`src/rtl/fetch_unit.sv`:
```
// Instruction fetch stage: owns the fetch PC, issues credit-limited word requests,
// and buffers in-order responses into a small queue presented to decode.
module fetch_unit #(
  parameter logic [31:0] RESET_VEC = 32'h0000_0000,
  parameter int          DEPTH     = 2
) (
  input  logic        i_clk,
  input  logic        i_rst_n,
  output logic        o_imem_req,
  output logic [31:0] o_imem_addr,
  input  logic        i_imem_gnt,
  input  logic        i_imem_rvalid,
  input  logic [31:0] i_imem_rdata,
  input  logic        i_redirect,
  input  logic [31:0] i_redirect_pc,
  output logic        o_valid,
  input  logic        i_ready,
  output logic [31:0] o_inst,
  output logic [31:0] o_pc
);

  localparam int          AW     = (DEPTH > 1) ? $clog2(DEPTH) : 1;
  localparam int          CW     = $clog2(DEPTH + 1);
  localparam logic [31:0] NOP    = 32'h0000_0013;
  localparam logic [CW:0] CREDIT = (CW + 1)'(DEPTH);

  typedef enum logic [1:0] {BOOT, RUN, FLUSH} state_t;

  state_t        r_state;
  state_t        w_state_nxt;
  logic [31:0]   r_pc;
  logic [31:0]   r_last_pc;
  logic [CW-1:0] r_q_cnt;
  logic [CW-1:0] r_fl_cnt;
  logic [CW-1:0] r_discard;
  logic [AW-1:0] r_q_rd;
  logic [AW-1:0] r_q_wr;
  logic [AW-1:0] r_fl_rd;
  logic [AW-1:0] r_fl_wr;
  logic [31:0]   r_q_pc   [DEPTH];
  logic [31:0]   r_q_inst [DEPTH];
  logic [31:0]   r_fl_pc  [DEPTH];

  logic          w_req;
  logic          w_gnt;
  logic          w_rsp;
  logic          w_keep;
  logic          w_pop;
  logic [CW:0]   w_occ;
  logic [CW-1:0] w_fl_cnt_nxt;
  logic [CW-1:0] w_discard_nxt;
  logic [31:0]   w_redir_pc;

  // Handshakes: a request transfers when o_imem_req && i_imem_gnt; a word leaves the
  // queue when o_valid && i_ready. Both sides hold their payload until the transfer.
  assign w_redir_pc = i_redirect_pc & ~32'h3;
  assign o_valid    = (r_q_cnt != '0);
  assign o_inst     = o_valid ? r_q_inst[r_q_rd] : NOP;
  assign o_pc       = o_valid ? r_q_pc[r_q_rd] : r_last_pc;
  assign o_imem_req  = w_req;
  assign o_imem_addr = r_pc & ~32'h3;

  always_comb begin
    w_occ         = {1'b0, r_q_cnt} + {1'b0, r_fl_cnt};
    w_req         = (r_state != BOOT) && (w_occ < CREDIT);
    w_gnt         = w_req && i_imem_gnt;
    w_rsp         = i_imem_rvalid && (r_fl_cnt != '0);
    w_keep        = w_rsp && !i_redirect && (r_discard == '0);
    w_pop         = o_valid && i_ready && !i_redirect;
    w_fl_cnt_nxt  = r_fl_cnt + CW'(w_gnt) - CW'(w_rsp);
    w_discard_nxt = r_discard;
    // Everything still outstanding after a redirect belongs to the old stream.
    if (i_redirect) begin
      w_discard_nxt = w_fl_cnt_nxt;
    end else if (w_rsp && (r_discard != '0)) begin
      w_discard_nxt = r_discard - CW'(1);
    end
    w_state_nxt = r_state;
    case (r_state)
      BOOT:    w_state_nxt = RUN;
      default: w_state_nxt = (w_discard_nxt != '0) ? FLUSH : RUN;
    endcase
  end

  always_ff @(posedge i_clk or negedge i_rst_n) begin
    if (!i_rst_n) begin
      r_state   <= BOOT;
      r_pc      <= RESET_VEC;
      r_last_pc <= RESET_VEC;
      r_q_cnt   <= '0;
      r_q_rd    <= '0;
      r_q_wr    <= '0;
      r_fl_cnt  <= '0;
      r_fl_rd   <= '0;
      r_fl_wr   <= '0;
      r_discard <= '0;
    end else begin
      r_state   <= w_state_nxt;
      r_last_pc <= o_pc;
      r_fl_cnt  <= w_fl_cnt_nxt;
      r_discard <= w_discard_nxt;
      if (w_gnt) r_fl_wr <= r_fl_wr + AW'(1);
      if (w_rsp) r_fl_rd <= r_fl_rd + AW'(1);
      if (i_redirect) begin
        r_pc    <= w_redir_pc;
        r_q_cnt <= '0;
        r_q_rd  <= '0;
        r_q_wr  <= '0;
      end else begin
        if (w_gnt)  r_pc   <= r_pc + 32'd4;
        if (w_pop)  r_q_rd <= r_q_rd + AW'(1);
        if (w_keep) r_q_wr <= r_q_wr + AW'(1);
        r_q_cnt <= r_q_cnt + CW'(w_keep) - CW'(w_pop);
      end
    end
  end

  // Payload storage carries no reset; occupancy counters qualify every read.
  always_ff @(posedge i_clk) begin
    if (w_gnt) r_fl_pc[r_fl_wr] <= r_pc & ~32'h3;
    if (w_keep) begin
      r_q_pc[r_q_wr]   <= r_fl_pc[r_fl_rd];
      r_q_inst[r_q_wr] <= i_imem_rdata;
    end
  end

endmodule

```
`config.mk`:
```
export PLATFORM = sky130hd
export DESIGN_NAME = fetch_unit
export DESIGN_NICKNAME = d
export VERILOG_FILES = /design/src/rtl/fetch_unit.sv
export SDC_FILE = /design/constraint.sdc
export NUM_CORES = 1
export LEC_CHECK = 0
export CORE_AREA = 5 5 157 159
export DETAILED_ROUTE_END_ITERATION = 6
export DIE_AREA = 0 0 162 164
export PLACE_DENSITY = 0.78
export SLEW_MARGIN = 20
export SYNTH_ARGS = -nofsm -noshare
export SYNTH_HDL_FRONTEND = slang
export SYNTH_SLANG_ARGS = --single-unit
```
`constraint.sdc`:
```
create_clock -name i_clk -period 4.4 [get_ports i_clk]
set_input_delay 0.44 -clock i_clk [delete_from_list [all_inputs] [get_ports i_clk]]
set_output_delay 0.44 -clock i_clk [all_outputs]
set_load 0.01 [all_outputs]
```
==> results of run 1 <==
-- sequential cells by signal (all words and copies together) (netlist names) --
| register | cells |
|---|---|
| r_last_pc | 32 |
| r_fl_pc | 60 |
| r_q_pc | 60 |
| r_fl_wr | 1 |
| r_q_inst | 64 |
| r_fl_rd | 1 |
| r_state | 2 |
| r_discard | 2 |
| r_fl_cnt | 2 |
| r_pc | 30 |
| r_q_wr | 1 |
| r_q_rd | 1 |
| r_q_cnt | 2 |
-- routing by layer --
| metal | wire [um] | global-route usage [%] |
|---|---|---|
| met1 | 8815 | 20.49 |
| met2 | 9374 | 24.60 |
| met3 | 1254 | 3.212 |
| met4 | 323 | 3.768 |
| met5 | 0 | 0 |
-- power by group through the flow --
stage                     Clock [W]  Combinational, W  Sequential, W
after detailed placement          0           0.00211        0.00342
after CTS                   0.00215           0.00212        0.00337
after global routing        0.00227           0.00228        0.00342
final                       0.00210           0.00209        0.00337
after global placement            0           0.00207        0.00340
after floorplan                   0           0.00113        0.00334
-- final timing paths --
path,to,start,depth (start not counted),slack (ns)
worst min-delay path,r_pc[5]$_DFFE_PN0P_,i_rst_n,1,-0.04
worst max register to register,r_state[0]$_DFF_PN0_,r_q_cnt[0]$_DFF_PN0_,13,1.19
worst min register to register,r_last_pc[0]$_DFF_PN0_,r_last_pc[0]$_DFF_PN0_,1,0.48
worst max-delay path,o_pc[30],r_q_cnt[1]$_DFF_PN0_,5,1.18
max in group asynchronous,r_q_rd$_DFFE_PN0P_,i_rst_n,1,3.88
min in group i_clk,r_pc[18]$_DFFE_PN0P_,i_redirect_pc[18],3,0.47
-- worst register-to-register path: cells and delay by family (launching register included) --
| kind | cells | cell delay [ns] |
|---|---|---|
| xor+xnor | 2 | 0.38 |
| flops | 1 | 0.42 |
| simple gates | 5 | 0.94 |
| buf+inv | 1 | 0.04 |
| fa+ha+maj | 3 | 0.98 |
| compound gates | 2 | 0.32 |
-- layout by cell type, fill, tap and decap left out, types with 3 or more instances in the layout --
cell / Yosys / layout
clkinv_2: 0 / 4
inv_1: 9 / 9
clkbuf_16: 0 / 27
edfxtp_1: 184 / 184
o21ai_1: 13 / 13
mux2_2: 34 / 34
nand3_1: 9 / 9
o21ai_0: 48 / 48
buf_4: 3 / 8
and2_1: 5 / 5
nor4_1: 3 / 3
nor3_1: 11 / 11
xor2_1: 8 / 8
xnor2_1: 29 / 29
clkdlybuf4s50_1: 0 / 161
dfrtp_1: 74 / 73
nor4_2: 8 / 8
nand4_1: 7 / 7
and3_1: 4 / 4
mux2i_1: 64 / 64
clkbuf_1: 20 / 7
nand2_1: 77 / 77
nor2_1: 45 / 41
ha_1: 6 / 6
nor2_4: 0 / 3
clkinvlp_4: 0 / 3
-- through the flow --
step / cell area (um^2) / instances / worst slack [ns] / total power, W / util, %
2_1_floorplan: 10210 / 689 / 0.2838 / 0.004472 / -
3_3_place_gp: 12180 / 1119 / 1.335 / 0.005465 / 52.68
3_5_place_dp: 12180 / 1119 / 1.235 / 0.005522 / 52.68
4_1_cts: 13010 / 1166 / 1.091 / 0.007646 / 56.28
5_1_grt: 13020 / 1166 / 0.9307 / 0.007958 / 56.29
6_report: 13020 / 1166 / 1.176 / 0.007551 / 56.29
-- cell families after synthesis --
family,count (synthesis),synth area share [%]
compound gates,62,3.064
fa+ha+maj,7,0.9316
simple gates,183,8.740
flops,258,72.27
xor+xnor,37,3.175
buf+inv,42,1.753
mux,98,10.03
other cells,1,0.03674
-- layout make-up --
class / instances / area, um^2 / area share (%)
tap: 290 / 362.8 / 2.788
clock inverter: 11 / 101.3 / 0.7786
multi-input combinational: 389 / 2680 / 20.59
timing repair buffer: 173 / 1728 / 13.28
inverter: 9 / 33.78 / 0.2595
clock buffer: 36 / 729.5 / 5.604
sequential: 258 / 7381 / 56.70
==> key figures, run 1 <==
Clock network
  – # resized after CTS: 0
  – Level count of the clock H-tree: 1
  – Clock Path Buffers: 3
  – CTS tree: yes
  – Clock latency at the later pin of the worst-skew pair: 0.51 ns
  – Clock transition at path regs: 0.06 ns
  – Post-CTS setup-driven buffer insertion count: 0
  – CTS Hold Bufs: 0
  – Inserted Clock Buffers: 26
  – Root buffer cell: clkbuf_16
  – Number of clock sinks seen by CTS: 258

Timing
  – Worst setup skew after layout: 0.006795 ns
  – Number of pins exceeding their max-slew limit in the final report: 0
  – Final number of setup-violating endpoints: 0
  – Maximum frequency from static timing analysis: 0.3101 GHz
  – Worst-Margin Slew: 1.022 ns
  – Number of endpoints with negative hold slack in the final report: 72
  – Final clock period utilization by the worst path: 73.28%
  – Minimum clock period after layout: 3.224 ns
  – Total negative slack: 0 ns
  – Relative slew slack: 31.24%
  – RSZ-0062 raised after global routing: false
  – Final worst hold slack: -0.03618 ns

Synth
  – Cell types occupying the most area after synthesis: edfxtp_1 (54%), dfrtp_1 (18%), mux2i_1 (6.3%)
  – Synth Cell Area: 0.01021 mm^2
  – Post-synth top cells: edfxtp_1 (184), nand2_1 (77), dfrtp_1 (74)
  – Post-synth EDFFs: 184
  – Synth Warn #: 0
  – Most used flip-flop cell after synthesis: edfxtp_1
  – Gate Count Post-Synth: 688
  – Top cell type by total area after synthesis: edfxtp_1
  – Proportion of synthesized chip area in sequential cells: 72.27%
  – Yosys top cell area share: 54.13%
  – Share of flip-flops with an asynchronous set or reset: 28.68%
  – Leading cell type by number of instances after synthesis: edfxtp_1
  – Number of flip-flops and latches in the synthesized netlist: 258
  – Syn_area_per_cell: 14.84 um^2
  – Number of distinct standard cells referenced by the synthesized netlist: 35

Finish
  – Layout-stage area growth over the synthesis result: 27.52%
  – Fraction of final layout cells with drive strength greater than 1: 11.87%
  – Number of nets at the end of the flow: 934
  – Number of inserted diodes: 0
  – Filler cell count in the final layout: 1816

Power
  – Clock group share of total power: 27.8%
  – Worst vdd ir: 251.8 uV
  – Switching power as a share of total power: 28.70%
  – Combinational Power Share: 27.6%
  – Reg power frac: 44.6%
  – Net switching power: 0.002167 W
  – Cell-internal power: 0.005384 W
  – Leakage power summed over all cells: 4.529 nW
  – Total power density per cell area: 580.2 mW/mm^2

Worst setup path
  – Critical path peak fanout: 41
  – Number of buffer and inverter stages on the critical path: 2
  – Critical path, cell by cell: nor2_4 > buf_12 > nand2_1 > o21ai_0 > clkdlybuf4s50_1
  – Data arrival time of the critical path: 2.78 ns
  – Required time worst endpoint: 3.96 ns
  – Crit-path leading delay family: buffers and inverters
  – Highest-delay cell along the critical path: nor2_4
  – Element type at the critical path end: primary output
  – Critical Path Max Stage Delay: 0.70 ns
  – Worst setup path class: flop to primary output
  – Startpoint kind of the worst setup timing path: flop

Placement
  – Placed wire-length estimate after detailed placement: 13.24 mm
  – Number of port buffers: 163
  – Final RePlAce weighted congestion: 0.8304

Route
  – Routed Antenna Nets: 0
  – Initial detailed-routing violation count: 199
  – DRC violations left: 0
  – Avg WL per Cell: 16.95 um
  – Total number of vias: 5779
  – Via density per instance: 4.956
  – Pre-antenna DRT Iters: 4
  – Final wirelength: 19.77 mm

GRT
  – Initial antenna violation count: 0
  – Pin count of the biggest net entering global routing: 75
  – Overflow left after global routing: 0
  – Number of global-route vias before repair: 5890
  – Total Routing Usage GR: 14.95%
  – Wire length of the first global-routing pass: 31.83 mm

Flow run
  – Count of maximum capacitance violations: 0

Min path
  – Classification of the worst-slack hold path: input pin to asynchronous set/reset pin

Run status
  – Run status: complete, but fails checks
  – Violated checks: negative hold slack

Die
  – Overall die area: 0.02657 mm^2
  – Die extent in y: 164 um
  – Starting density of the core: 44.15%
  – Die span in x: 162 um
  – Core area: 0.02312 mm^2
  – Std cell rows: 56
  – Total I/O pin count: 168
No activity file was read; power rests on OpenSTA's default activity.
==> run 2, diff against run 1 <==
- PLACE_DENSITY: 0.78 -> 0.81
- clock period: 4.4 -> 2.6 ns (I/O delays scaled with it)
==> run 2 against run 1 <==
  * Cell count increased by 3.5%
  * The run ends with negative setup slack left
  * Flip-flop and latch count unchanged
  * Largest cell class unchanged
  * Global-route usage increased by 1.0 points
  * Largest power group unchanged
  * Design area increased by 6.0%
  * Power increased by 79%
  * Non-clock buffer count increased by 40
  * Critical path depth increased by 8
  * Highest routed layer unchanged
==> key figures, run 2 (synthesis results as in run 1) <==
Worst setup path
  – Data arrival time of the critical path: 3.10 ns
  – Worst setup path class: flop to flop
  – Critical path, cell by cell: and2_4 > fa_1 > or2_4 > nor2_4 > nand2_4 > ha_4 > inv_2 > ha_4 > xnor2_2 > xnor2_1 > nand2_1 > o21ai_2 > o21a_1
  – Startpoint kind of the worst setup timing path: flop
  – Critical path peak fanout: 3
  – Element type at the critical path end: flop
  – Most common cell on crit path: ha_4
  – Worst reg-to-reg path cell count: 13
  – Crit-path leading delay family: adder cells
  – Number of buffer and inverter stages on the critical path: 1
  – Highest-delay cell along the critical path: fa_1
  – Required time worst endpoint: 3.00 ns
  – Number of stages on the worst setup path: 13
  – Critical Path Max Stage Delay: 0.48 ns

Min path
  – Classification of the worst-slack hold path: input pin to flop
  – Worst hold path cell count: 3

Finish
  – Most common library cell in the layout ignoring fill and taps: edfxtp_1
  – Filler cell count in the final layout: 1708
  – Biggest regs: r_q_inst (64), r_fl_pc (60), r_q_pc (60)
  – Number of inserted diodes: 0
  – Highest-count cells in the layout ignoring fill and taps: edfxtp_1 (184), clkdlybuf4s50_1 (104), nand2_1 (76), dfrtp_1 (73), mux2i_1 (64)
  – Reg with most FFs: r_q_inst
  – Number of nets at the end of the flow: 974
  – Fraction of final layout cells with drive strength greater than 1: 17.56%
  – Layout-stage area growth over the synthesis result: 35.18%
  – Finished Core Util: 59.68%
  – Flip-flop count of the largest register after layout: 64

Power
  – Total power density per cell area: 980.3 mW/mm^2
  – Worst vdd ir: 462.3 uV
  – Power consumption: 0.01353 W
  – Leakage power summed over all cells: 5.666 nW

Clock network
  – CTS tree: yes
  – Root buffer cell: clkbuf_16
  – Level count of the clock H-tree: 1
  – Clock Path Buffers: 3
  – Clock transition at path regs: 0.06 ns
  – Number of clock sinks seen by CTS: 258
  – Inserted Clock Buffers: 26
  – Clock latency at the later pin of the worst-skew pair: 0.52 ns

Placement
  – Final RePlAce weighted congestion: 0.8210
  – Placed wire-length estimate after detailed placement: 13.54 mm
  – Number of port buffers: 163

Route
  – Initial detailed-routing violation count: 368
  – Final wirelength: 22.46 mm
  – Routed Antenna Nets: 0
  – Total number of vias: 6178
  – Avg WL per Cell: 18.61 um
  – Pre-antenna DRT Iters: 4
  – DRC violations left: 0
  – Via density per instance: 5.118

GRT
  – Initial antenna violation count: 0
  – Overflow left after global routing: 0
  – Pin count of the biggest net entering global routing: 67
  – Number of global-route vias before repair: 6194
  – Total Routing Usage GR: 15.97%
  – Wire length of the first global-routing pass: 33.80 mm

Timing
  – Number of endpoints with negative hold slack in the final report: 0
  – Worst-Margin Slew: 0.7990 ns
  – Final worst hold slack: 0.2911 ns
  – RSZ-0062 raised after global routing: true
  – Worst setup skew after layout: 0.01426 ns
  – Maximum frequency from static timing analysis: 0.3705 GHz
  – Final clock period utilization by the worst path: 103.8%
  – Final number of setup-violating endpoints: 3
  – Minimum clock period after layout: 2.699 ns
  – Relative slew slack: 46.58%
  – Number of pins exceeding their max-slew limit in the final report: 0
  – Final worst slack: -0.09886 ns

Die
  – Total I/O pin count: 168
  – Overall die area: 0.02657 mm^2
  – Core area: 0.02312 mm^2
  – Starting density of the core: 44.15%
  – Die span in x: 162 um
  – Die extent in y: 164 um
  – Std cell rows: 56

Run status
  – Violated checks: negative setup slack
  – Run status: complete, but fails checks

Flow run
  – Count of maximum capacitance violations: 0
## run 2: cell types whose count changed in the layout (fill, tap and decap cells not counted), moves of 5 or more
cell / previous run / this run
nor3_1: 11 / 3
buf_4: 8 / 35
clkinv_1: 0 / 5
buf_12: 2 / 8
dlymetal6s2s_1: 0 / 50
nor3_4: 0 / 5
clkdlybuf4s50_1: 161 / 104
dlygate4sd2_1: 0 / 5
## run 2: cell type report
| class | count | area [um^2] | area share [%] |
|---|---|---|---|
| Clock inverter | 11 | 127.6 | 0.9249 |
| Timing Repair Buffer | 213 | 2313 | 16.77 |
| Tap cell | 290 | 362.8 | 2.630 |
| Clock buffer | 37 | 723.2 | 5.241 |
| Inverter | 9 | 37.54 | 0.2720 |
| Multi-Input combinational cell | 389 | 2853 | 20.67 |
| Sequential cell | 258 | 7381 | 53.49 |
## run 2: power by group
part / switching (W) / leakage [nW] / internal (W) / total, W
registers: 0.000324 / 2.59 / 0.00532 / 0.00565
clock network: 0.00146 / 0.413 / 0.00223 / 0.00369
logic: 0.00213 / 2.67 / 0.00207 / 0.00419
## run 2: repair_timing
item	4_1_cts	5_1_grt
setup buffers	11	10
hold endpoints to repair	46	0
pin swaps	11	21
endpoints found under the setup margin	63	71
resized for setup	25	73
cloned	1	3
hold buffers	1	0
## run 2: stage by stage
step / setup WS (ns) / instance area, um^2 / cells / TNS (ns)
CTS: -0.1070 / 13430 / 1194 / -0.3236
global placement: -0.06321 / 12350 / 1133 / -0.1202
global route: -0.2017 / 13800 / 1207 / -0.7027
detailed placement: -0.1521 / 12350 / 1133 / -0.2775
floorplan: -0.4268 / 10250 / 689 / -53.09
finish: -0.09886 / 13800 / 1207 / -0.1922
## run 2: final timing paths
kind / from / slack [ns] / to
worst min register to register: r_last_pc[1]$_DFF_PN0_ / 0.48 / r_last_pc[1]$_DFF_PN0_
worst max register to register: r_q_cnt[0]$_DFF_PN0_ / -0.1 / r_state[1]$_DFF_PN0_
worst min-delay path: i_redirect_pc[30] / 0.29 / r_pc[30]$_DFFE_PN0P_
min in group asynchronous: i_rst_n / 0.34 / r_pc[6]$_DFFE_PN0P_
worst max-delay path: r_q_cnt[0]$_DFF_PN0_ / -0.1 / r_state[1]$_DFF_PN0_
max in group asynchronous: i_rst_n / 1.53 / r_last_pc[28]$_DFF_PN0_
## run 2: worst register-to-register path: cells and delay by family (launching register included)
family	cells	cell delay, ns
XOR/XNOR	2	0.27
AO/OA/AOI/OAI	2	0.26
adder cells (fa/ha/maj)	3	0.89
flip-flops	1	0.39
buffers and inverters	1	0.04
AND/OR/NAND/NOR	5	0.74
## run 2: per-layer routing
| layer | part of all wire [%] | GRT usage (%) | vias up |
|---|---|---|---|
| met3 | 6.2 | 3.563 | 39 |
| met2 | 49 | 26.48 | 191 |
| met1 | 43 | 21.53 | 3033 |
| li1 | - | - | 2915 |
| met5 | 0 | 0 | - |
| met4 | 2.2 | 4.306 | 0 |
==> run 3, diff against run 2 <==
- ABC_AREA: unset -> 1
- CORE_AREA: 5 5 157 159 -> 5 5 160 162
- DIE_AREA: 0 0 162 164 -> 0 0 165 167
==> run 3 against run 2 <==
  * The flow now finishes without violations
  * Design area fell by 0.18%
  * Die area rose by 3.7%
  * Hold slack improved by 0.0088 ns
  * Wire length rose by 11%
  * Register-to-register slack improved by 0.19 ns
  * Clock-buffer cell count fell by 2
  * Core utilization fell by 2.2 points
==> key figures, run 3 <==
Placement
  – Final RePlAce weighted congestion: 0.8045
  – Number of port buffers: 163
  – Cell area reported after detailed placement: 0.01274 mm^2
  – Worst setup slack after placement: 0.1137 ns
  – Placed wire-length estimate after detailed placement: 16.06 mm

Timing
  – Maximum frequency from static timing analysis: 0.3962 GHz
  – Relative slew slack: 39.04%
  – RSZ-0062 raised after global routing: true
  – Worst-Margin Slew: 0.9133 ns
  – Final number of setup-violating endpoints: 0
  – Worst setup skew after layout: 0.008654 ns
  – Number of endpoints with negative hold slack in the final report: 0
  – Minimum clock period after layout: 2.524 ns
  – Number of pins exceeding their max-slew limit in the final report: 0
  – Final clock period utilization by the worst path: 97.09%
  – Final worst slack: 0.07573 ns

Flow run
  – Count of maximum capacitance violations: 0

Finish
  – Fraction of final layout cells with drive strength greater than 1: 9.175%
  – Filler cell count in the final layout: 1935
  – Layout-stage area growth over the synthesis result: 29.81%
  – Most common library cell in the layout ignoring fill and taps: nand2_1
  – Flip-flop count of the largest register after layout: 64
  – Design Area, Final: 0.01377 mm^2
  – Biggest regs: r_q_inst (64), r_fl_pc (60), r_q_pc (60)
  – Reg with most FFs: r_q_inst
  – Number of nets at the end of the flow: 1245
  – Number of inserted diodes: 0
  – Highest-count cells in the layout ignoring fill and taps: nand2_1 (335), edfxtp_1 (184), clkdlybuf4s50_1 (144), a21oi_1 (79), nor2_1 (74)

Worst setup path
  – Critical path, cell by cell: nor2_4 > buf_12 > a21oi_1 > a21oi_1 > clkdlybuf4s50_1
  – FF-to-FF Start: r_q_cnt[0]$_DFF_PN0_
  – Worst r2r dst: r_state[1]$_DFF_PN0_
  – Worst-case register-to-register setup slack: 0.09 ns
  – Data arrival time of the critical path: 2.26 ns
  – Element type at the critical path end: primary output
  – Critical path peak fanout: 15
  – Required time worst endpoint: 2.34 ns
  – Critical Path Max Stage Delay: 0.61 ns
  – Most common cell on crit path: a21oi_1
  – Highest-delay cell along the critical path: clkdlybuf4s50_1
  – Startpoint kind of the worst setup timing path: flop
  – Worst setup path class: flop to primary output
  – Worst reg-to-reg path cell count: 16

Clock network
  – Root buffer cell: clkbuf_16
  – Number of clock sinks seen by CTS: 258
  – Level count of the clock H-tree: 1
  – Clock Path Buffers: 3
  – CTS tree: yes
  – Inserted Clock Buffers: 26
  – Clock latency at the later pin of the worst-skew pair: 0.52 ns
  – Clock transition at path regs: 0.06 ns

Route
  – Avg WL per Cell: 16.49 um
  – Met3 wirelength from detailed routing: 1.861 mm
  – Via density per instance: 5.005
  – Total number of vias: 7568
  – Routed Antenna Nets: 0
  – DRC violations left: 0
  – Pre-antenna DRT Iters: 5
  – Initial detailed-routing violation count: 568
  – DR WL met2: 12.43 mm
  – Final wirelength: 24.93 mm
  – Highest metal layer used by the detailed router: met4
  – M1 WL: 9.833 mm

GRT
  – Initial antenna violation count: 0
  – Pin count of the biggest net entering global routing: 63
  – Overflow left after global routing: 0
  – Total Routing Usage GR: 17.54%
  – Wire length of the first global-routing pass: 39.01 mm
  – Number of global-route vias before repair: 7651

Synth
  – Proportion of synthesized chip area in sequential cells: 69.53%
  – Leading cell type by number of instances after synthesis: nand2_1
  – Top cell type by total area after synthesis: edfxtp_1
  – Number of flip-flops and latches in the synthesized netlist: 258
  – Number of distinct standard cells referenced by the synthesized netlist: 30
  – Gate Count Post-Synth: 989
  – Synth Cell Area: 0.01061 mm^2
  – Post-synth top cells: nand2_1 (339), edfxtp_1 (184), a21oi_1 (90)
  – Synth Warn #: 0
  – Cell types occupying the most area after synthesis: edfxtp_1 (52%), dfrtp_1 (17%), nand2_1 (12%)
  – Yosys top cell area share: 52.08%
  – Most used flip-flop cell after synthesis: edfxtp_1
  – Post-synth EDFFs: 184
  – Syn_area_per_cell: 10.73 um^2
  – Share of flip-flops with an asynchronous set or reset: 28.68%

Power
  – Worst vdd ir: 573.5 uV
  – Total power density per cell area: 1025 mW/mm^2
  – Leakage power summed over all cells: 5.505 nW

Die
  – Starting density of the core: 44.28%
  – Std cell rows: 57
  – Die span in x: 165 um
  – Core area: 0.02396 mm^2
  – Total I/O pin count: 168
  – Die extent in y: 167 um
  – Overall die area: 0.02756 mm^2

Min path
  – Classification of the worst-slack hold path: input pin to asynchronous set/reset pin

Run status
  – Run status: finished, final reports clean
==> run 3: repair_timing <==
action	4_1_cts	5_1_grt
buffers inserted	2	3
pin swaps	3	7
gates resized for setup	27	18
endpoints found under the hold margin	44	0
hold buffers	1	0
gates cloned	0	2
setup endpoints to repair	31	26
==> run 3: cell families (layout without fill, tap and decap cells) <==
group	after synthesis	in the layout	synth area share [%]
fa+ha+maj	7	7	0.8962
compound gates	121	121	5.967
other cells	1	2	0.03534
flops	258	258	69.53
simple gates	496	496	19.23
xor+xnor	8	8	0.6603
buf+inv	98	296	3.679
==> run 3: per-stage QoR <==
stage,hold slack (ns),setup TNS [ns],power [W],std cells,utilization [%]
2_1_floorplan,-0.03559,-21.32,0.008154,990,-
3_3_place_gp,0.3155,0,0.01025,1456,53.15
3_5_place_dp,0.3238,0,0.01042,1456,53.15
4_1_cts,0.2874,0,0.01412,1507,56.97
5_1_grt,0.3081,-0.1017,0.01493,1512,57.48
6_report,0.2999,0,0.01412,1512,57.48
==> run 3: worst max path at each step <==
stage	startpoint	end	slack (ns)
2_1_floorplan	r_q_cnt[0]$_DFF_PN0_	r_fl_pc[0][0]$_DFFE_PP_	-0.36
3_3_place_gp	r_q_cnt[0]$_DFF_PN0_	r_state[1]$_DFF_PN0_	0.20
3_5_place_dp	r_q_cnt[0]$_DFF_PN0_	r_state[1]$_DFF_PN0_	0.11
4_1_cts	r_q_cnt[0]$_DFF_PN0_	o_pc[16]	0.001
5_1_grt	r_q_cnt[0]$_DFF_PN0_	r_state[1]$_DFF_PN0_	-0.08
6_report	r_q_cnt[1]$_DFF_PN0_	o_pc[15]	0.08
==> run 3: cell type report <==
class	instances	area, um^2	area share, %
timing repair buffer	188	1982	14.39
tap	324	405.4	2.943
clock buffer	35	715.7	5.196
multi-input combinational	634	2937	21.32
clock inverter	13	121.4	0.8812
sequential	258	7380	53.58
inverter	60	232.7	1.690
==> run 3: report_power, final <==
group / internal [W] / leakage [nW] / switching (W)
clock network: 0.00213 / 0.406 / 0.00148
logic: 0.00193 / 2.56 / 0.00264
registers: 0.00545 / 2.54 / 0.000484
total: 0.00951 / 5.51 / 0.00461
==> run 3: worst max-delay path: cells and delay by family, from the launching register on <==
family	cells	cell delay [ns]
AOI/OAI and AO/OA	2	0.22
buffers and inverters	2	0.80
DFF	1	0.44
and+or+nand+nor	1	0.27
==> run 3: per-layer routing <==
metal	vias to the layer above	track usage [%]
met4	0	6.040
met2	252	30.70
li1	3650	-
met3	52	3.337
met1	3614	21.61
met5	-	0
